### src/rtl/fdd_track_ctrl.sv
// fdd_track_ctrl: Disk II track-buffer sequencer.
// Writes back dirty sectors of the resident track and loads the new track
// into the floppy DPRAM over SD channel 0. The CPU is stalled while it works.
module fdd_track_ctrl #(
    parameter int SECTORS = 13,
    parameter int TRACK_W = 6
) (
    input  logic               clk_sys,
    input  logic               reset_n,
    input  logic [TRACK_W-1:0] track,
    input  logic               img_mounted,
    input  logic               img_size_nz,
    input  logic               img_readonly,
    input  logic               fd_write_disk,
    input  logic [13:0]        fd_track_addr,
    output logic [31:0]        sd_lba,
    output logic               sd_rd,
    output logic               sd_wr,
    input  logic               sd_ack,
    output logic [3:0]         buf_sec,
    output logic               cpu_wait,
    output logic [SECTORS-1:0] dirty
);

    typedef enum logic [2:0] {
        ST_IDLE       = 3'd0,
        ST_FLUSH_REQ  = 3'd1,
        ST_FLUSH_XFER = 3'd2,
        ST_LOAD_REQ   = 3'd3,
        ST_LOAD_XFER  = 3'd4
    } state_t;

    localparam logic [4:0] SEC_LIMIT = 5'(SECTORS);
    localparam logic [3:0] SEC_LAST  = 4'(SECTORS - 1);
    localparam logic [9:0] SEC_MUL   = 10'(SECTORS);

    state_t               state_q, state_d;
    logic                 mounted_q, mounted_d;
    logic                 ro_q, ro_d;
    logic [TRACK_W-1:0]   cur_track_q, cur_track_d;
    logic [SECTORS-1:0]   dirty_q, dirty_d;
    logic [3:0]           sec_q, sec_d;
    logic                 mount_pend_q, mount_pend_d;
    logic                 old_ack_q;
    logic                 sd_rd_q, sd_rd_d;
    logic                 sd_wr_q, sd_wr_d;
    logic                 cpu_wait_q, cpu_wait_d;
    logic [9:0]           sd_lba_q, sd_lba_d;

    logic                 ack_rise;
    logic                 ack_fall;
    logic                 mount_evt;
    logic [3:0]           wr_slot;
    logic                 wr_hit;
    logic [SECTORS-1:0]   dirty_w;

    // Only the sector slot of the buffer address matters here.
    logic unused_addr;
    assign unused_addr = ^{fd_track_addr[13], fd_track_addr[8:0]};

    // One-hot mask for a sector slot; slots beyond the track give an empty mask.
    function automatic logic [SECTORS-1:0] slot_mask(input logic [3:0] slot);
        logic [SECTORS-1:0] m;
        m = '0;
        for (int i = 0; i < SECTORS; i++) begin
            m[i] = (slot == 4'(i));
        end
        return m;
    endfunction

    // Index of the lowest set bit (0 when the mask is empty).
    function automatic logic [3:0] lowest_idx(input logic [SECTORS-1:0] m);
        logic [3:0] r;
        r = '0;
        for (int i = SECTORS - 1; i >= 0; i--) begin
            if (m[i]) begin
                r = 4'(i);
            end
        end
        return r;
    endfunction

    // Sector LBA: track*SECTORS + sector, 10 bits covers the largest image.
    function automatic logic [9:0] track_lba(input logic [TRACK_W-1:0] t,
                                             input logic [3:0]         s);
        return 10'(t) * SEC_MUL + 10'(s);
    endfunction

    assign ack_rise  = sd_ack & ~old_ack_q;
    assign ack_fall  = ~sd_ack & old_ack_q;
    assign mount_evt = mount_pend_q | img_mounted;
    assign wr_slot   = fd_track_addr[12:9];
    assign wr_hit    = fd_write_disk & mounted_q & ~ro_q & ({1'b0, wr_slot} < SEC_LIMIT);

    // Next-state, dirty tracking, mount latching and registered output values.
    always_comb begin
        state_d      = state_q;
        mounted_d    = mounted_q;
        ro_d         = ro_q;
        cur_track_d  = cur_track_q;
        dirty_d      = dirty_q;
        sec_d        = sec_q;
        mount_pend_d = mount_pend_q;
        dirty_w      = dirty_q;

        if (img_mounted) begin
            mounted_d = img_size_nz;
            ro_d      = img_readonly;
        end

        case (state_q)
            ST_IDLE: begin
                // A strobe in the cycle IDLE is left still counts toward the flush.
                if (wr_hit) begin
                    dirty_w = dirty_q | slot_mask(wr_slot);
                end
                dirty_d = dirty_w;
                if (mount_evt) begin
                    // A new image invalidates the buffer: nothing to write back.
                    mount_pend_d = 1'b0;
                    dirty_d      = '0;
                    if (mounted_d) begin
                        cur_track_d = track;
                        sec_d       = '0;
                        state_d     = ST_LOAD_REQ;
                    end
                end else if (track != cur_track_q) begin
                    if (mounted_q) begin
                        if (dirty_w != '0) begin
                            // cur_track keeps the old track until the flush is done.
                            sec_d   = lowest_idx(dirty_w);
                            state_d = ST_FLUSH_REQ;
                        end else begin
                            cur_track_d = track;
                            sec_d       = '0;
                            state_d     = ST_LOAD_REQ;
                        end
                    end else begin
                        cur_track_d = track;
                    end
                end
            end
            ST_FLUSH_REQ: begin
                if (ack_rise) begin
                    dirty_d = dirty_q & ~slot_mask(sec_q);
                    state_d = ST_FLUSH_XFER;
                end
            end
            ST_FLUSH_XFER: begin
                if (ack_fall) begin
                    if (mount_evt) begin
                        // Remaining write-backs belong to the old image.
                        dirty_d = '0;
                        state_d = ST_IDLE;
                    end else if (dirty_q != '0) begin
                        sec_d   = lowest_idx(dirty_q);
                        state_d = ST_FLUSH_REQ;
                    end else begin
                        cur_track_d = track;
                        sec_d       = '0;
                        state_d     = ST_LOAD_REQ;
                    end
                end
            end
            ST_LOAD_REQ: begin
                if (ack_rise) begin
                    state_d = ST_LOAD_XFER;
                end
            end
            ST_LOAD_XFER: begin
                if (ack_fall) begin
                    if (mount_evt || sec_q == SEC_LAST) begin
                        state_d = ST_IDLE;
                    end else begin
                        sec_d   = sec_q + 4'd1;
                        state_d = ST_LOAD_REQ;
                    end
                end
            end
            default: begin
                state_d = ST_IDLE;
            end
        endcase

        // Mounts arriving mid-sequence are remembered until IDLE handles them.
        if (img_mounted && state_q != ST_IDLE) begin
            mount_pend_d = 1'b1;
        end

        sd_rd_d    = (state_d == ST_LOAD_REQ);
        sd_wr_d    = (state_d == ST_FLUSH_REQ);
        // Stay stalled across a pass through IDLE that will immediately restart.
        cpu_wait_d = (state_d != ST_IDLE) | mount_pend_d
                   | (mounted_d & (track != cur_track_d));
        sd_lba_d   = track_lba(cur_track_d, sec_d);
    end

    // State and output registers; reset drops requests at once.
    always_ff @(posedge clk_sys or negedge reset_n) begin
        if (!reset_n) begin
            state_q      <= ST_IDLE;
            mounted_q    <= 1'b0;
            ro_q         <= 1'b0;
            cur_track_q  <= '0;
            dirty_q      <= '0;
            sec_q        <= '0;
            mount_pend_q <= 1'b0;
            old_ack_q    <= 1'b0;
            sd_rd_q      <= 1'b0;
            sd_wr_q      <= 1'b0;
            cpu_wait_q   <= 1'b0;
            sd_lba_q     <= '0;
        end else begin
            state_q      <= state_d;
            mounted_q    <= mounted_d;
            ro_q         <= ro_d;
            cur_track_q  <= cur_track_d;
            dirty_q      <= dirty_d;
            sec_q        <= sec_d;
            mount_pend_q <= mount_pend_d;
            old_ack_q    <= sd_ack;
            sd_rd_q      <= sd_rd_d;
            sd_wr_q      <= sd_wr_d;
            cpu_wait_q   <= cpu_wait_d;
            sd_lba_q     <= sd_lba_d;
        end
    end

    assign sd_lba   = {22'd0, sd_lba_q};
    assign sd_rd    = sd_rd_q;
    assign sd_wr    = sd_wr_q;
    assign buf_sec  = sec_q;
    assign cpu_wait = cpu_wait_q;
    assign dirty    = dirty_q;

endmodule

### config.mk
export PLATFORM = sky130hd
export DESIGN_NAME = fdd_track_ctrl
export DESIGN_NICKNAME = d
export VERILOG_FILES = /design/src/rtl/fdd_track_ctrl.sv
export SDC_FILE = /design/constraint.sdc
export NUM_CORES = 1
export LEC_CHECK = 0
export ABC_AREA = 1
export CORE_ASPECT_RATIO = 2
export CORE_MARGIN = 3
export CORE_UTILIZATION = 57
export DETAILED_ROUTE_END_ITERATION = 12
export GPL_ROUTABILITY_DRIVEN = 0
export PLACE_DENSITY = 0.91
export SETUP_SLACK_MARGIN = 0.02
export SKIP_LAST_GASP = 1
export SLEW_MARGIN = 20
export SYNTH_ARGS = -nofsm -noshare
export SYNTH_HDL_FRONTEND = slang
export SYNTH_SLANG_ARGS = --single-unit
export TNS_END_PERCENT = 1
### constraint.sdc
create_clock -name clk_sys -period 14 [get_ports clk_sys]
set_clock_uncertainty 0.2 [all_clocks]
set_input_delay 2.1 -clock clk_sys [delete_from_list [all_inputs] [get_ports clk_sys]]
set_output_delay 2.1 -clock clk_sys [all_outputs]
set_load 0.02 [all_outputs]
==> run metrics <==
first-pass iteration count of the detailed router 7; VDD IR-drop max 283.2 uV; #FFs+latches synth 43; Synth async-reset ratio 100.0%; H-tree level count 2; register area share after synthesis 27.55%; Synth area leaders dfrtp_1, nand2_1, ha_1, inv_1, nand3_1; Crit Path Class primary input to register; most frequent cell after synthesis nand2_1; DR WL/cell 15.81 um; final design area excluding fillers 4538 um2; area leader, netlist dfrtp_1; CTS tree yes; clk root buf clkbuf_16; run status complete, no violations; EDFF count, synth 0; Hold Vio Cnt, Final 0; Hold WC Path Type register to register; Die X 64.54 um; clock transition at the registers of the reported paths 0.06 ns; layout cells sized above 1 5.673%; Syn Area/Cell 6.853 um2; Min-Delay Path Depth 2; Crit. End Element register; setup_tns 0 ns; grt total ovfl 0; post-DP HPWL 8696 um; GR Util All Layers 30.24%; list of most frequent post-synthesis cells nand2_1, inv_1, nor2_1; Critical Path Fanout Max 20; CTS buffer count 5; max-capacitance violation count 0; Synth Cell Area 3906 um2; n_diodes 0; Ys Warns 0; Yosys cell types 37; Critical Path RT 13.98 ns; RSZ-0062 raised after global routing no; fillcell total 602; post-CTS sizing 0; Slew Viols, Final 0; dominant synthesized flop cell dfrtp_1; I/O Buffers 46; CP Data Arrival Time 7.17 ns; first-pass GRT wire length 18530 um; vias per std cell 5.787; initial core utilization 58.99%; Die ar. 7942 um2; CP peak stage delay 0.50 ns; DRC 0; via count 4080; total wire length 11140 um; Nets 677; Pleak 0.002353 uW; I/O pin count 79; clk sinks 43; # setup viols final 0; startpoint types primary input; Chip Height 123.1 um; row count 42; power per cell area 277.2 nW/um2; DP Area 4365 um2; clock latency on the worst-skew pair 0.30 ns; pin count of the biggest net entering global routing 44; Fmax 139.1 MHz; starting DRC count in detailed routing 358; Clock Tree Buf Depth 2; final hold slack 0.3682 ns; worst r2r path cells 23; vias in the first global route 4069; cts hold-fix bufs 0; setup bufs post-CTS 0; Rel. slew slack 34.41%; ANT nets after route 0; measured slew at the worst slew-check pin 0.9838 ns; Synth Instances 570; Area Overhead vs Synth 16.18%; critical path's slowest cell fa_1; core box area 6621 um2; post-synth top area share 27.55%; initial antenna violation count 0; final critical-path share of the clock period 51.35%; Tmin final 7.189 ns
[area by class of cell]
class / instances / area (um2) / share of cell area, %
multi-input cells: 419 / 2341 / 51.59
flip-flops and latches: 43 / 1076 / 23.71
repair buffers: 47 / 462.9 / 10.20
inverters: 100 / 375.4 / 8.271
clock buffers: 5 / 125.1 / 2.757
well taps: 88 / 110.1 / 2.426
clock inverters: 3 / 47.55 / 1.048
[where the power goes]
group	internal (uW)	total, uW	switching (uW)
clock network	85.1	139	54.0
logic	346	911	565
registers	178	208	29.7
[cells in the final DEF (no fill, tap or decap), types with 10 or more instances in the layout]
master	n
a21oi_1	38
clkdlybuf4s50_1	45
conb_1	22
dfrtp_1	43
ha_1	30
inv_1	96
nand2_1	107
nand2_2	10
nand3_1	51
nor2_1	53
o21ai_0	46
[stage by stage]
stage               setup WS, ns  power, uW  std cells  utilization (%)
global route               6.405       1401        705            68.54
floorplan                  7.893      872.8        591                -
detailed placement         6.526       1112        697            65.93
finish                     6.811       1258        705            68.54
CTS                        6.808       1260        705            68.54
global placement           6.678       1059        697            65.93
[worst max-delay path, delay by kind of cell]
family / cells / cell delay (ns)
compound gates: 6 / 1.11
xor+xnor: 1 / 0.14
fa+ha+maj: 4 / 1.43
buf+inv: 7 / 1.19
simple gates: 10 / 1.22
[registers in the layout, summed over array words and instances (netlist names)]
register      cells
cpu_wait          1
sd_rd             1
state_q           3
cur_track_q       6
sd_lba_q         10
old_ack_q         1
ro_q              1
buf_sec           4
mount_pend_q      1
dirty            13
sd_wr             1
mounted_q         1
[metal layers]
metal,vias up,GRT usage (%),part of all wire (%)
met3,82,5.455,5.3
li1,1900,-,-
met1,1862,27.85,32
met5,-,0,0
met2,236,55.44,54
met4,0,25.96,8.8
[cells by family after synthesis]
logic type | synth area share (%)
AND/OR/NAND/NOR | 28.83
other | 0.09600
AO/OA/AOI/OAI | 15.09
buffers and inverters | 14.54
adder cells (fa/ha/maj) | 11.66
XOR/XNOR | 2.242
flip-flops | 27.55
[final timing paths]
| kind | start | endpoint | slack [ns] |
|---|---|---|---|
| setup reg to reg | state_q[2] | sd_lba_q[9] | 8.40 |
| max in group asynchronous | reset_n | dirty[2] | 11.23 |
| hold / removal | dirty[1] | dirty[1] | 0.37 |
| hold reg to reg | dirty[1] | dirty[1] | 0.37 |
| min in group asynchronous | reset_n | dirty[6] | 1.76 |
| setup / recovery | img_mounted | sd_lba_q[9] | 6.81 |
Power figures use the tool's default switching activity.
